<file path="src/rtl/lemming_array_ctrl.sv">
// Bank of independent lemming walker FSMs. Each channel walks, digs, falls,
// splats after an over-long fall and can be revived; alive_count reports
// how many channels are not dead.
module lemming_array_ctrl #(
  parameter int NUM_CH      = 4,
  parameter int SPLAT_LIMIT = 20,
  parameter int CNT_W       = $clog2(SPLAT_LIMIT + 2),
  parameter int ALIVE_W     = $clog2(NUM_CH + 1)
) (
  input  logic               clk,
  input  logic               areset,
  input  logic [NUM_CH-1:0]  bump_left,
  input  logic [NUM_CH-1:0]  bump_right,
  input  logic [NUM_CH-1:0]  ground,
  input  logic [NUM_CH-1:0]  dig,
  input  logic [NUM_CH-1:0]  revive,
  output logic [NUM_CH-1:0]  walk_left,
  output logic [NUM_CH-1:0]  walk_right,
  output logic [NUM_CH-1:0]  aaah,
  output logic [NUM_CH-1:0]  digging,
  output logic [NUM_CH-1:0]  splat,
  output logic [ALIVE_W-1:0] alive_count
);

  typedef enum logic [2:0] {
    WALK_L = 3'd0,
    WALK_R = 3'd1,
    FALL_L = 3'd2,
    FALL_R = 3'd3,
    DIG_L  = 3'd4,
    DIG_R  = 3'd5,
    SPLAT  = 3'd6
  } state_t;

  localparam logic [CNT_W-1:0] CNT_LIMIT = CNT_W'(SPLAT_LIMIT);
  localparam logic [CNT_W-1:0] CNT_SAT   = CNT_W'(SPLAT_LIMIT + 1);

  state_t           state_q [NUM_CH];
  state_t           state_d [NUM_CH];
  logic [CNT_W-1:0] cnt_q   [NUM_CH];
  logic [CNT_W-1:0] cnt_d   [NUM_CH];

  // State and fall-counter registers; reset aborts any fall or dig.
  always_ff @(posedge clk or posedge areset) begin
    if (areset) begin
      for (int i = 0; i < NUM_CH; i++) begin
        state_q[i] <= WALK_L;
        cnt_q[i]   <= '0;
      end
    end else begin
      for (int i = 0; i < NUM_CH; i++) begin
        state_q[i] <= state_d[i];
        cnt_q[i]   <= cnt_d[i];
      end
    end
  end

  // Per-channel next state and fall counter. cnt_q+1 is the number of
  // aaah cycles so far, so landing is fatal once cnt_q reaches the limit.
  always_comb begin
    for (int i = 0; i < NUM_CH; i++) begin
      state_d[i] = state_q[i];
      cnt_d[i]   = '0;
      unique case (state_q[i])
        WALK_L: begin
          if (!ground[i])       state_d[i] = FALL_L;
          else if (dig[i])      state_d[i] = DIG_L;
          else if (bump_left[i]) state_d[i] = WALK_R;
        end
        WALK_R: begin
          if (!ground[i])        state_d[i] = FALL_R;
          else if (dig[i])       state_d[i] = DIG_R;
          else if (bump_right[i]) state_d[i] = WALK_L;
        end
        DIG_L: if (!ground[i]) state_d[i] = FALL_L;
        DIG_R: if (!ground[i]) state_d[i] = FALL_R;
        FALL_L, FALL_R: begin
          if (!ground[i]) begin
            cnt_d[i] = (cnt_q[i] == CNT_SAT) ? cnt_q[i] : cnt_q[i] + 1'b1;
          end else if (cnt_q[i] >= CNT_LIMIT) begin
            state_d[i] = SPLAT;
          end else begin
            state_d[i] = (state_q[i] == FALL_L) ? WALK_L : WALK_R;
          end
        end
        SPLAT: if (revive[i]) state_d[i] = WALK_L;
        default: state_d[i] = WALK_L;
      endcase
    end
  end

  // Moore output decode and live-channel popcount from registered state.
  always_comb begin
    walk_left   = '0;
    walk_right  = '0;
    aaah        = '0;
    digging     = '0;
    splat       = '0;
    alive_count = '0;
    for (int i = 0; i < NUM_CH; i++) begin
      walk_left[i]  = (state_q[i] == WALK_L) || (state_q[i] == DIG_L);
      walk_right[i] = (state_q[i] == WALK_R) || (state_q[i] == DIG_R);
      aaah[i]       = (state_q[i] == FALL_L) || (state_q[i] == FALL_R);
      digging[i]    = (state_q[i] == DIG_L)  || (state_q[i] == DIG_R);
      splat[i]      = (state_q[i] == SPLAT);
      if (state_q[i] != SPLAT) alive_count = alive_count + ALIVE_W'(1);
    end
  end

endmodule

</file>
<file path="config.mk">
export PLATFORM = sky130hd
export DESIGN_NAME = lemming_array_ctrl
export DESIGN_NICKNAME = d
export VERILOG_FILES = /design/src/rtl/lemming_array_ctrl.sv
export SDC_FILE = /design/constraint.sdc
export NUM_CORES = 1
export LEC_CHECK = 0
export ABC_AREA = 1
export ABC_CLOCK_PERIOD_IN_PS = 2500
export CORE_MARGIN = 4
export CORE_UTILIZATION = 53
export CTS_CLUSTER_SIZE = 20
export DETAILED_ROUTE_END_ITERATION = 6
export GPL_ROUTABILITY_DRIVEN = 0
export GPL_TIMING_DRIVEN = 0
export PLACE_DENSITY = 0.92
export SLEW_MARGIN = 5
export SYNTH_ARGS = -nofsm -noshare
export SYNTH_HDL_FRONTEND = slang
export SYNTH_SLANG_ARGS = --single-unit
</file>
<file path="constraint.sdc">
create_clock -name clk -period 2.5 [get_ports clk]
set_input_delay 0.25 -clock clk [delete_from_list [all_inputs] [get_ports clk]]
set_output_delay 0.25 -clock clk [all_outputs]
set_load 0.02 [all_outputs]
</file>
==> PnR_summary.wiki, run 1 <==
{| class="wikitable"
! Metric !! Value
|-
| Critical R2R Launch || state_q[10]
|-
| Synthesized instance count || 366
|-
| Worst supply voltage drop on vdd || 518 µV
|-
| Power per standard cell area || 924 mW/mm²
|-
| Number of antenna diodes || 0
|-
| Yosys warning count || 0
|-
| Clk_lat worst skew || 0.28 ns
|-
| Period utilisation layout || 95.2%
|-
| Total Neg Setup Slack || 0 ns
|-
| Proportion of layout cells with a drive suffix above 1 || 14.6%
|-
| Largest net degree at the start of global routing || 33
|-
| CP Class || register to output pin
|-
| Area of the core || 0.00444 mm²
|-
| Final min period || 2.38 ns
|-
| Via count of the first global-routing pass || 2,347
|-
| Antenna-violating nets left || 0
|-
| Leading cell type in the layout, fill and taps excluded || sky130_fd_sc_hd__nand2_1
|-
| Wire length of the first global-routing pass || 9680 µm
|-
| Count of input and output buffers || 44
|-
| Total wire length || 5750 µm
|-
| CTS Sinks || 32
|-
| Part of the total power dissipated in combinational logic || 60.1%
|-
| Critical path required time || 2.25 ns
|-
| Commonest cells after routing, fill and taps aside || 88 x sky130_fd_sc_hd__nand2_1, 52 x sky130_fd_sc_hd__inv_1, 45 x sky130_fd_sc_hd__nor2_1
|-
| Setup slack of the most critical reg-to-reg path || 1.05 ns
|-
| Number of vias per cell || 5.25
|-
| CTS clk-pin slew, worst paths || 0.06 ns
|-
| Synthesized net count || 403
|-
| Dominant combinational cell family by area after synthesis || simple AND/OR/NAND/NOR gates
|-
| Vias after detailed routing || 2,502
|-
| Area delta synth->final || 27.2%
|-
| Hold violation count in the final report || 0
|-
| Synthesis-stage register bit count || 32
|-
| Post-synthesis mux area share || 0%
|-
| Post-cts hold buffer count || 0
|-
| Final Max Slew Viols || 0
|-
| CTS Root Buffer Type || sky130_fd_sc_hd__clkbuf_8
|-
| Total iterations of the first detailed-routing run || 4
|-
| CP Max Fanout || 3
|-
| Max-cap viol count || 0
|-
| DR WL/cell || 12.1 µm
|-
| Worst hold-check path type || primary input to async pin
|-
| Total Power Consumption || 2.92 mW
|-
| Layout Utilization || 71.2%
|-
| CTS Buf Count || 5
|-
| Multi-input gate area in the final layout || 0.00145 mm²
|-
| Count of standard-cell rows || 24
|-
| Synthesized-area fraction occupied by adder cells || 7.55%
|-
| Parity-gate share of the synthesized area counting xor and xnor cells || 3.87%
|-
| Half-perimeter wire length after placement || 4220 µm
|-
| Number of antenna violations at the first check in global routing || 0
|-
| Syn_area_per_cell || 6.80 µm²
|-
| Fraction of the mapped netlist area in compound gates || 6.54%
|-
| CP startpoint || state_q[10]
|-
| Iter 0 DRT Violations || 165
|-
| Finish-stage setup viols || 0
|-
| Worst setup path endpoint || alive_count[2]
|-
| Clock tree from TritonCTS || done
|-
| Worst reg2reg endpoint || state_q[11]
|-
| Switching component of the power || 1.35 mW
|-
| Arrival time of the worst setup path || 2.13 ns
|-
| Worst Skew || 0.00391 ns
|-
| # IOs || 45
|-
| Total global routing track utilization || 19.8%
|-
| Layout net count || 461
|-
| Vertical extent of the die || 76.5 µm
|-
| Sequential standard cell area || 807 µm²
|-
| Actual transition at the worst max-transition pin || 0.667 ns
|-
| CTS HTree Levels || 2
|-
| Net switching fraction of the power || 46.2%
|-
| Fill cell instance count of the final layout || 346
|-
| Status || completed
|-
| Maximum clock insertion buffer count || 2
|-
| Relative contribution of the clock network to total power || 14.1%
|-
| Power Internal || 1.57 mW
|-
| Startpoint kind of the worst setup timing path || register
|-
| Nature of the critical path endpoint || output pin
|-
| Grt total ovfl || 0
|-
| Max frequency || 420 MHz
|-
| Static leakage || 1.57 nW
|-
| Power share of the sequential group || 25.8%
|-
| Slew margin rel. || 55.5%
|-
| Die width || 76.5 µm
|-
| Starting density of the core || 56.0%
|-
| Sequential-to-total area share from yosys stat || 32.2%
|-
| Total standard cell area after synthesis || 0.00249 mm²
|-
| Total Die Area || 0.00585 mm²
|-
| Yosys cell types || 24
|-
| Residual DRC || 0
|-
| Area fraction in and, or, nand and nor cells after synthesis || 39.3%
|-
| R2r worst-path depth || 10
|}
## metrics by stage
| stage | instance area (µm²) | std cells | worst slack [ns] | hold WS, ns |
|---|---|---|---|---|
| final | 3160 | 477 | 0.119 | 0.384 |
| after detailed placement | 3000 | 462 | -0.352 | 0.522 |
| after global routing | 3160 | 477 | -0.0379 | 0.444 |
| after global placement | 3000 | 462 | -0.303 | 0.511 |
| after CTS | 3140 | 476 | 0.00453 | 0.530 |
| after floorplan | 2490 | 366 | 0.0761 | 0.366 |
## final cells by class
type	count	share of cell area (%)
Tap cell	52	2.06
Timing Repair Buffer	51	15.3
Inverter	59	7.00
Multi-Input combinational cell	271	46.0
Sequential cell	32	25.5
Buffer	4	1.31
Clock buffer	8	2.85
## how the worst min path moves through the flow
stage / cells after the start / slack [ns] / endpoint / startpoint
6_report: 2 / 0.38 / state_q[1] / areset
5_1_grt: 2 / 0.44 / state_q[1] / areset
4_1_cts: 1 / 0.53 / cnt_q[0] / cnt_q[0]
3_5_place_dp: 2 / 0.52 / cnt_q[6] / cnt_q[6]
3_3_place_gp: 1 / 0.51 / cnt_q[0] / cnt_q[0]
2_1_floorplan: 1 / 0.37 / cnt_q[0] / areset
## power by group through the flow
stage / clock, mW / sequential, mW / combinational (mW)
after detailed placement: 0 / 0.780 / 1.65
after global placement: 0 / 0.774 / 1.60
after CTS: 0.416 / 0.750 / 1.72
after global routing: 0.446 / 0.766 / 1.93
after floorplan: 0 / 0.746 / 1.12
final: 0.412 / 0.755 / 1.76
## state kept, by name, indices dropped and copies added, names as in the netlist
| name | count |
|---|---|
| cnt_q | 20 |
| state_q | 12 |
## synthesized netlist by cell type
master / instances / area, µm²
sky130_fd_sc_hd__nor2_4: 5 / 56.3
sky130_fd_sc_hd__nor2_2: 13 / 81.3
sky130_fd_sc_hd__a21oi_1: 9 / 45.0
sky130_fd_sc_hd__o211ai_1: 1 / 7.51
sky130_fd_sc_hd__dfrtp_1: 32 / 801
sky130_fd_sc_hd__o21ai_1: 1 / 5.00
sky130_fd_sc_hd__o21ai_2: 1 / 8.76
sky130_fd_sc_hd__nand2_1: 89 / 334
sky130_fd_sc_hd__inv_2: 5 / 18.8
sky130_fd_sc_hd__xnor2_1: 3 / 26.3
sky130_fd_sc_hd__nand4_1: 9 / 56.3
sky130_fd_sc_hd__xor2_1: 8 / 70.1
sky130_fd_sc_hd__or2_2: 3 / 18.8
sky130_fd_sc_hd__o22ai_1: 3 / 18.8
sky130_fd_sc_hd__nand2_2: 6 / 37.5
sky130_fd_sc_hd__nor3_1: 2 / 10.0
sky130_fd_sc_hd__nor2_1: 46 / 173
sky130_fd_sc_hd__inv_1: 54 / 203
sky130_fd_sc_hd__nand3_1: 42 / 210
sky130_fd_sc_hd__o21ai_0: 14 / 70.1
sky130_fd_sc_hd__ha_1: 15 / 188
sky130_fd_sc_hd__buf_6: 3 / 33.8
sky130_fd_sc_hd__a211oi_1: 1 / 7.51
sky130_fd_sc_hd__buf_4: 1 / 7.51
## timing repair
item,4_1_cts,5_1_grt
setup endpoints to repair,3,3
resized for setup,18,3
gates cloned,0,0
pin swaps,2,3
buffers inserted,6,1
## metal layers
layer  wire length (µm)  GRT usage, %  share of wire, %
met5                  0             0                 0
met2               2880          35.0                50
met4                103          6.88               1.8
met3                303          4.96               5.3
met1               2460          23.2                43
## cell families (layout without fill, tap and decap cells)
kind of cell               count (synthesis)  in the layout
xor gates and xnor gates                  11             11
adders and majority gates                 15             15
AOI/OAI and AO/OA                         30             30
buffers and inverters                     63            122
and+or+nand+nor                          215            215
DFF                                       32             32
## critical path: stages, from the launching register on
cell and delay, ns:
sky130_fd_sc_hd__dfrtp_1 0.34, sky130_fd_sc_hd__buf_6 0.09, sky130_fd_sc_hd__nand2_1 0.08, sky130_fd_sc_hd__nor2_4 0.12, sky130_fd_sc_hd__inv_2 0.05, sky130_fd_sc_hd__ha_4 0.22, sky130_fd_sc_hd__or2_4 0.26, sky130_fd_sc_hd__nand2_2 0.10
sky130_fd_sc_hd__inv_1 0.05, sky130_fd_sc_hd__ha_1 0.17, sky130_fd_sc_hd__nand2_1 0.07, sky130_fd_sc_hd__xor2_1 0.15, sky130_fd_sc_hd__buf_4 0.16
Note: power is estimated with default switching activity, not from simulation.
==> run 2, diff against run 1 <==
Settings changed: CORE_MARGIN 4 to default.
==> PnR_summary.wiki, run 2 (synthesized netlist as in run 1, its figures left out) <==
{| class="wikitable"
! Metric !! Value
|-
| Status || finished, violations left
|-
| Violated checks || design-rule violations
|-
| Top sig layer || met4
|-
| Ordered cell list for the critical path || nor2_4, inv_2, ha_4, or2_4, nand2_2, inv_1, ha_1, nand2_1, nand2_1, buf_2
|-
| Iter 0 DRT Violations || 142
|-
| Layout net count || 460
|-
| Area of the core || 0.00444 mm²
|-
| Maximum clock insertion buffer count || 2
|-
| Worst supply voltage drop on vdd || 464 µV
|-
| Cell area after layout || 0.00316 mm²
|-
| CTS Root Buffer Type || sky130_fd_sc_hd__clkbuf_8
|-
| Register with the highest flop count || cnt_q
|-
| Critical path required time || 2.25 ns
|-
| Total wire length || 5570 µm
|-
| Finish-stage setup viols || 0
|-
| Count of standard-cell rows || 24
|-
| Total Die Area || 0.00497 mm²
|-
| CP startpoint || state_q[9]
|-
| Worst Skew || 0.00406 ns
|-
| DR WL/cell || 11.7 µm
|-
| Pre-CTS setup slack || -0.374 ns
|-
| CTS HTree Levels || 2
|-
| Fill cell instance count of the final layout || 377
|-
| CTS Buf Count || 5
|-
| Period utilisation layout || 94.6%
|-
| Largest stage delay, worst path || 0.47 ns
|-
| Layout Utilization || 71.1%
|-
| CP Max Fanout || 5
|-
| CP Class || register to output pin
|-
| Unrepaired setup endpoints after global routing || false
|-
| Post-cts hold buffer count || 0
|-
| Max-cap viol count || 0
|-
| Top cell by count, worst path || sky130_fd_sc_hd__nand2_1
|-
| Cell area after placement || 0.00300 mm²
|-
| Cell with the biggest individual delay on the critical path || sky130_fd_sc_hd__dfrtp_2
|-
| Static leakage || 1.56 nW
|-
| Actual transition at the worst max-transition pin || 0.652 ns
|-
| Power per standard cell area || 921 mW/mm²
|-
| Leading cell type in the layout, fill and taps excluded || sky130_fd_sc_hd__nand2_1
|-
| Max FFs per register || 20
|-
| Nature of the critical path endpoint || output pin
|-
| Clock tree from TritonCTS || done
|-
| # IOs || 45
|-
| Count of input and output buffers || 44
|-
| CTS clk-pin slew, worst paths || 0.06 ns
|-
| Slew margin rel. || 56.5%
|-
| Startpoint kind of the worst setup timing path || register
|-
| Clk_lat worst skew || 0.29 ns
|-
| Routed wire length on met2 || 2890 µm
|-
| Registers with the most flip-flops || cnt_q (20), state_q (12)
|-
| Number of antenna diodes || 0
|-
| Die width || 70.5 µm
|-
| Worst setup slack after layout || 0.134 ns
|-
| Worst hold-check path type || primary input to async pin
|-
| Arrival time of the worst setup path || 2.12 ns
|-
| Grt total ovfl || 0
|-
| Vertical extent of the die || 70.5 µm
|-
| Total global routing track utilization || 24.6%
|-
| Residual DRC || 6
|-
| Critical R2R Launch || state_q[10]
|-
| Met3 WL post-DR || 243 µm
|-
| Proportion of layout cells with a drive suffix above 1 || 15.1%
|-
| Wire length on met1 || 2380 µm
|-
| Final Max Slew Viols || 0
|-
| Area delta synth->final || 27.1%
|-
| Largest net degree at the start of global routing || 33
|-
| Final min period || 2.37 ns
|-
| Worst Hold Slack || 0.372 ns
|-
| Starting density of the core || 56.0%
|-
| Vias after detailed routing || 2,488
|-
| Number of antenna violations at the first check in global routing || 0
|-
| Commonest cells after routing, fill and taps aside || 86 x sky130_fd_sc_hd__nand2_1, 51 x sky130_fd_sc_hd__inv_1, 45 x sky130_fd_sc_hd__nor2_1
|-
| Max frequency || 423 MHz
|-
| Half-perimeter wire length after placement || 4160 µm
|-
| Antenna-violating nets left || 0
|-
| Total iterations of the first detailed-routing run || 7
|-
| Number of vias per cell || 5.23
|-
| CTS Sinks || 32
|-
| Hold violation count in the final report || 0
|-
| Wire length of the first global-routing pass || 9900 µm
|-
| Total Power Consumption || 2.91 mW
|-
| Via count of the first global-routing pass || 2,407
|}
## run 2: cell count changes in the layout (fill, tap and decap cells not counted)
cell / previous run / this run
sky130_fd_sc_hd__buf_4: 9 / 8
sky130_fd_sc_hd__inv_1: 52 / 51
sky130_fd_sc_hd__inv_2: 7 / 8
sky130_fd_sc_hd__nand2_1: 88 / 86
sky130_fd_sc_hd__nand2_2: 7 / 9
sky130_fd_sc_hd__o21ai_0: 14 / 13
sky130_fd_sc_hd__o21ai_1: 1 / 2
## run 2: layout make-up
cell class                 instances  area, µm²  share of cell area (%)
buffer                             4       41.3                    1.31
clock buffer                       8       90.1                    2.85
inverter                          59        221                    7.01
multi-input combinational        271       1460                    46.2
sequential                        32        807                    25.5
tap                               52       65.1                    2.06
timing repair buffer              50        477                    15.1
## run 2: per-layer routing
layer,GRT usage (%),vias up
met5,0,-
met1,29.9,1163
met3,3.75,5
li1,-,1262
met2,44.7,58
met4,7.71,0
## run 2: stage by stage
stage,cells,TNS [ns]
floorplan,366,0
global placement,462,-0.639
detailed placement,462,-0.807
CTS,475,0
global route,476,0
finish,476,0
## run 2: critical path, delay by kind of cell, from the launching register on
kind                       cells  cell delay (ns)
and+or+nand+nor                5             0.62
adders and majority gates      2             0.49
DFF                            1             0.47
buffers and inverters          3             0.25
## run 2: power breakdown
group | switching [mW] | internal, mW | leakage [nW]
Combinational | 1.03 | 0.711 | 1.09
Sequential | 0.125 | 0.632 | 0.425
Clock | 0.184 | 0.224 | 0.0455
Total | 1.34 | 1.57 | 1.56
## run 2: repair_timing
item | CTS | global route
setup buffers | 5 | 1
hold endpoints to repair | 0 | 0
pin swaps | 1 | 5
resized for setup | 18 | 7
setup endpoints to repair | 3 | 2
## run 2: final timing paths
kind,slack [ns],endpoint,depth (start not counted)
worst min-delay path,0.37,cnt_q[15],2
min in group clk,0.52,cnt_q[0],1
worst min register to register,0.52,cnt_q[0],1
worst max-delay path,0.13,alive_count[1],10
max in group asynchronous,1.66,state_q[8],2
worst max register to register,0.97,state_q[10],10
